## src/rtl/bnn_pkg.sv

```systemverilog
// Shared BNN layer-chain types and constants used by the feature-map
// serializer and the pooling stage.
package bnn_pkg;

    localparam int IMG_SIZE_DEF = 14;
    localparam int IC_DEF       = 10;

    typedef enum logic [1:0] {
        IDLE,
        HDR,
        SEND,
        DONE
    } fmap_state_t;

    function automatic int bytes_per_ch(input int size, input int w);
        return (size * size + w - 1) / w;
    endfunction

endpackage

```

## src/rtl/fmap_byte_select.sv

```systemverilog
// Picks one W-bit beat out of a channel bitmap; pixels past the end of the
// bitmap read as zero. Shared with the debug readback path.
module fmap_byte_select
    import bnn_pkg::*;
#(
    parameter int IMG_SIZE = IMG_SIZE_DEF,
    parameter int W        = 8
) (
    input  logic [IMG_SIZE*IMG_SIZE-1:0]                                 chan_i,
    input  logic [((bytes_per_ch(IMG_SIZE, W) > 1) ?
                   $clog2(bytes_per_ch(IMG_SIZE, W)) : 1)-1:0]           byte_idx_i,
    output logic [W-1:0]                                                 data_o
);

    localparam int BPC = bytes_per_ch(IMG_SIZE, W);
    localparam int PW  = BPC * W;

    logic [PW-1:0] padded;

    assign padded = PW'(chan_i);
    assign data_o = padded[byte_idx_i*W +: W];

endmodule

```

## src/rtl/fmap_serializer.sv

```systemverilog
// Snapshots the final pooled feature maps and streams them as W-bit beats.
// Define FMAP_SERIALIZER_CH_HEADER_EN to prefix each channel with an index beat.
module fmap_serializer
    import bnn_pkg::*;
#(
    parameter int IMG_SIZE = IMG_SIZE_DEF,
    parameter int IC       = IC_DEF,
    parameter int W        = 8
) (
    input  logic                         clk,
    input  logic                         rst_n,
    input  logic                         data_in_ready,
    input  logic [IMG_SIZE*IMG_SIZE-1:0] img_in [0:IC-1],
    output logic [W-1:0]                 out_data,
    output logic                         out_valid,
    input  logic                         out_ready,
    output logic                         out_ch_last,
    output logic                         out_last,
    output logic                         busy,
    output logic                         frame_done
);

    localparam int NPIX = IMG_SIZE * IMG_SIZE;
    localparam int BPC  = bytes_per_ch(IMG_SIZE, W);
    localparam int CW   = (IC > 1) ? $clog2(IC) : 1;
    localparam int BW   = (BPC > 1) ? $clog2(BPC) : 1;

`ifdef FMAP_SERIALIZER_CH_HEADER_EN
    localparam fmap_state_t CH_START = HDR;
    if (W < $clog2(IC)) begin : g_hdr_width_chk
        $error("fmap_serializer: W too narrow to carry channel index");
    end
`else
    localparam fmap_state_t CH_START = SEND;
`endif

    fmap_state_t      state_q, state_d;
    logic [CW-1:0]    ch_q, ch_d;
    logic [BW-1:0]    byte_q, byte_d;
    logic             armed_q, armed_d;
    logic             load;
    logic             last_byte, last_ch;
    logic [W-1:0]     sel_data;
    logic [NPIX-1:0]  snap_q [0:IC-1];

    assign last_byte = (byte_q == BW'(BPC - 1));
    assign last_ch   = (ch_q == CW'(IC - 1));

    fmap_byte_select #(
        .IMG_SIZE (IMG_SIZE),
        .W        (W)
    ) u_sel (
        .chan_i     (snap_q[ch_q]),
        .byte_idx_i (byte_q),
        .data_o     (sel_data)
    );

    always_comb begin
        state_d = state_q;
        ch_d    = ch_q;
        byte_d  = byte_q;
        armed_d = armed_q;
        load    = 1'b0;
        if (!data_in_ready) armed_d = 1'b1;
        case (state_q)
            IDLE: begin
                if (data_in_ready && armed_q) begin
                    load    = 1'b1;
                    ch_d    = '0;
                    byte_d  = '0;
                    armed_d = 1'b0;
                    state_d = CH_START;
                end
            end
            HDR: begin
                if (out_ready) state_d = SEND;
            end
            SEND: begin
                if (out_ready) begin
                    if (last_byte) begin
                        byte_d = '0;
                        if (last_ch) begin
                            state_d = DONE;
                        end else begin
                            ch_d    = ch_q + 1'b1;
                            state_d = CH_START;
                        end
                    end else begin
                        byte_d = byte_q + 1'b1;
                    end
                end
            end
            DONE: begin
                if (!data_in_ready) state_d = IDLE;
            end
            default: state_d = IDLE;
        endcase
    end

    // Outputs decode from registered state only; out_ready never reaches them.
    always_comb begin
        out_valid   = (state_q == SEND) || (state_q == HDR);
        busy        = out_valid;
        frame_done  = (state_q == DONE);
        out_data    = '0;
        out_ch_last = 1'b0;
        out_last    = 1'b0;
        if (state_q == SEND) begin
            out_data    = sel_data;
            out_ch_last = last_byte;
            out_last    = last_byte && last_ch;
        end else if (state_q == HDR) begin
            out_data = W'(ch_q);
        end
    end

    always_ff @(posedge clk or negedge rst_n) begin
        if (!rst_n) begin
            state_q <= IDLE;
            ch_q    <= '0;
            byte_q  <= '0;
            armed_q <= 1'b1;
        end else begin
            state_q <= state_d;
            ch_q    <= ch_d;
            byte_q  <= byte_d;
            armed_q <= armed_d;
        end
    end

    always_ff @(posedge clk) begin
        if (load) snap_q <= img_in;
    end

endmodule
```

## config.mk

```make
export PLATFORM = sky130hd
export DESIGN_NAME = fmap_serializer
export DESIGN_NICKNAME = d
export VERILOG_FILES = /design/src/rtl/bnn_pkg.sv /design/src/rtl/fmap_byte_select.sv /design/src/rtl/fmap_serializer.sv
export SDC_FILE = /design/constraint.sdc
export NUM_CORES = 2
export LEC_CHECK = 0
export BUFFER_PORTS_ARGS = -buffer_cell sky130_fd_sc_hd__buf_2
export CAP_MARGIN = 20
export CORE_AREA = 2 2 775 777
export DETAILED_ROUTE_END_ITERATION = 8
export DIE_AREA = 0 0 777 779
export GPL_TIMING_DRIVEN = 0
export SLEW_MARGIN = 20
export SYNTH_ARGS = -nofsm -noshare
export SYNTH_HDL_FRONTEND = slang
export SYNTH_SLANG_ARGS = --single-unit
```

## constraint.sdc

```tcl
create_clock -name clk -period 54.1 [get_ports clk]
set_input_delay 10.82 -clock clk [delete_from_list [all_inputs] [get_ports clk]]
set_output_delay 10.82 -clock clk [all_outputs]
set_load 0.05 [all_outputs]
```

==> results.txt <==
The synthesized instance count came out at roughly 3500. The number of core rows came out at approximately 280. The total area of sequential cells came out at approximately 59000 sq um. After filler insertion, the fill cell instance count of the layout stands at 64300.

The count of instances resized after the clock tree is built is 0. The worst-case IR drop observed on VDD is between 0.03 and 0.04 mV. The number of routed nets with antenna violations is 0. The total setup violations reported at the end of the flow is 0.

In this run, synthesis produced a sequential element count of around 2000. The x dimension of the die is approximately 780 um. The top-level I/O count came out at about 2000.

The number of buffers on the longest clock path is 4. The number of levels the H-tree was split into came out at 4. The worst slew slack as a fraction of its limit is -2.59%.

The number of enable flip-flop cells after synthesis is 1960. The number of unique standard cell types used by synthesis came out at between 60 and 70. The sum of net half-perimeters after detailed placement is 556000 um. The kind of launch point of the worst setup path is a register. The initial antenna violation count is around 790. The synthesized netlist occupies a cell area of 76400 sq um. The placer congestion estimate is ~1. The launch point of the critical path is ch_q[1]. The residual overflow from global routing is 0. The signal on the critical path passes through buf_2, buf_2, buf_2, buf_2, mux4_2, mux2i_1, o221ai_1, a31oi_1, o221ai_1, o211a_1, buf_2.

For this run, the total global-route usage over all layers was measured as 20.7%. The combined area of the multi-input logic cells is around 16000 sq um. The run finished, with violations left.

Clock tree synthesis selected as its root buffer the cell clkbuf_16. The proportion of synthesized chip area in sequential cells is approximately 77%. The global-route wire length before repair came out at 753000 um. Subtracting the final worst setup slack from the clock period gives around 20 ns. The path type of the worst min-delay path is reg2reg. The number of post-CTS setup repair buffers came out at 0. The worst path required time is about 43 ns. The most numerous cell type found on the critical path is buf_2.

The area of the die is ~600000 sq um. The hold violation count in the final report came out at 0. After floorplanning, the core was sized to cover 597000 sq um. The sum of negative setup slack is 0 ns. The DRC violation count after routing is 0. The ratio of cells with drive above 1 in the final layout is roughly half. The biggest area contributor in the post-synthesis netlist is edfxtp_1. The slowest cell on the critical path is a31oi_1. In the final routed layout, each cell accounts on average for approximately 46 um.

The clock skew is approximately 0.05 ns. The leakage power is ~37 nW. Compared with the post-synthesis result, the final layout area differs by 41.5%. Ranked by instance count, the synthesized netlist is headed by 1960 x edfxtp_1, 357 x mux2i_1, 339 x mux4_2, 100 x o221ai_1, 93 x o21ai_0. Setup repair after global routing left no endpoint under its margin.

At the pin with the least slew margin, the transition time is 1.50 ns. In the routed layout, each cell is associated on average with a via count of roughly 3.7. The via count of the first global-routing pass came out at 49700. The biggest cell delay along the critical path is 1.00 ns. Along the worst path, the maximum fanout reaches 10. The initial core utilization is about an eighth. Yosys attributes the largest share of cell area to edfxtp_1 77%, mux4_2 10%, mux2i_1 4.7%. The total via count in the routed design came out at between 50000 and 60000.

In this run the power density over the cells is 57.3 nW/um^2. The proportion of netlist area held by the largest area contributor came out at slightly below 80%. The critical path capture point type is an output pin.

The number of max-cap violations came out at 1. The setup path with the least slack is of type reg2out. The hold path startpoint is armed_q. The Yosys step of the flow raised 0 warnings. The signal arrival time at the worst endpoint came out at 9.03 ns. The final critical path takes up between 30% and 40% of the cycle. In this run the critical register-to-register path is launched from byte_q[0]. The checks that failed: capacitance limit, slew limit.

The worst hold slack across all endpoints came out at about 0.5 ns. The count of buffers inserted at the top-level ports came out at approximately 2000. After clock tree synthesis, the clock-pin slew on the worst setup and hold paths is 0.06 ns. The routed design has between 600000 and 700000 um of wire.

The number of hold buffers added after CTS is 0. The fraction of registers with async set or reset after synthesis is 0.609%. The net count after synthesis came out at roughly 5500. Among all flip-flop cells after synthesis, the most frequent one is edfxtp_1. TritonCTS built the clock tree. For this block, the initial DRC count from the detailed router was about 5500. The final layout net count came out at 7822. The fmax is between 50 and 60 MHz. The source-to-sink clock delay at the later pin of the worst-skew pair is a little over 1 ns. The maximum number of pins on one net before global-route repair came out at 63.

The number of sinks handled by clock tree synthesis is a little under 2000. The number of pins with negative max-slew slack in the final report came out at 1. In the post-synthesis netlist, the cell with the most instances is edfxtp_1.

The synthesized area per cell is around 22 sq um. The pre-antenna-repair detailed-routing pass consisted of 5 iterations. The number of clock buffers inserted by TritonCTS came out at 240. The die span in y is 779 um.
[layout make-up]
class / instances / share of cell area [%]
Sequential cell: 1972 / 54.8
Multi-Input combinational cell: 1312 / 14.9
Timing Repair Buffer: 2099 / 11.7
Tap cell: 7865 / 9.11
Clock buffer: 292 / 5.76
Clock inverter: 151 / 1.56
Buffer: 214 / 1.32
Antenna cell: 369 / 0.855
Inverter: 10 / 0.0382
[kinds of logic (layout without fill, tap and decap cells)]
kind of cell	count (synthesis)	in the layout	synth area share [%]
buffers and inverters	224	2766	1.80
flip-flops	1972	1972	77.5
other	0	369	0
XOR/XNOR	3	3	0.0344
multiplexers	734	734	15.6
AO/OA/AOI/OAI	412	412	3.96
adder cells (fa/ha/maj)	9	9	0.147
AND/OR/NAND/NOR	154	154	1.01
[stage by stage]
stage                     power [mW]  std cells  area, sq um  utilization [%]  setup slack [ns]
final                           6.19      14300       108000             18.1             34.25
after global placement          4.97      13300        96100             16.1              7.59
after floorplan                 3.23       3508        76400                -             19.54
after detailed placement        4.64      13500        99200             16.6             35.31
after CTS                       6.34      13900       107000             18.0             34.15
after global routing            6.37      14100       107000             18.0             34.28
[final timing paths]
check                              end  slack (ns)  depth (start not counted)
max                        out_data[0]       34.25                         11
min                            armed_q        0.50                          2
max reg2reg                    ch_q[2]       49.13                         13
min reg2reg                    armed_q        0.50                          2
max in group asynchronous      armed_q       44.05                          1
min in group asynchronous    byte_q[4]        9.76                          1
[flip-flops by register name (all words and copies together), names as in the netlist]
register	cells
snap_q	1960
ch_q	4
armed_q	1
byte_q	5
state_q	2
[critical path, delay by kind of cell, from the launching register on]
kind / cells / cell delay, ns
AOI/OAI and AO/OA: 4 / 2.49
buffers and inverters: 5 / 3.27
DFF: 1 / 0.73
muxes: 2 / 1.38
[routing by layer]
| layer | vias up | GRT usage, % | share of wire [%] |
|---|---|---|---|
| met2 | 3947 | 32.8 | 45 |
| met4 | 322 | 6.41 | 3.8 |
| met5 | - | 0 | 0.33 |
| li1 | 20200 | - | - |
| met3 | 1414 | 8.65 | 11 |
| met1 | 26300 | 25.6 | 40 |
[power by group]
part / leakage [nW] / internal, mW / total (mW) / switching [mW]
logic: 14.7 / 0.668 / 2.44 / 1.78
registers: 18.2 / 1.98 / 2.07 / 0.0923
clock network: 3.79 / 0.939 / 1.68 / 0.741
[cells in the final DEF, fill, tap and decap left out, types with 7 or more instances in the layout]
cell	count
nand3_1	31
nor3_1	16
clkbuf_2	55
clkinv_4	9
clkinv_16	8
clkbuf_16	241
buf_4	41
a221oi_1	61
a21oi_1	41
buf_6	43
diode_2	369
a221o_1	10
a22oi_1	12
a31oi_1	17
mux4_1	17
nand2_1	31
mux4_2	339
dfrtp_1	11
inv_6	11
clkinv_1	41
o21ai_0	92
mux2i_2	21
a221oi_2	7
inv_1	8
buf_12	30
mux2i_1	335
buf_2	2026
o221ai_1	98
clkinvlp_4	18
nor2_1	24
bufinv_16	24
clkbuf_1	80
mux2_2	21
o211ai_1	23
clkinv_2	33
and3_1	9
buf_16	69
ha_1	9
edfxtp_1	1960
buf_8	14
(Power assumes the default switching activity.)
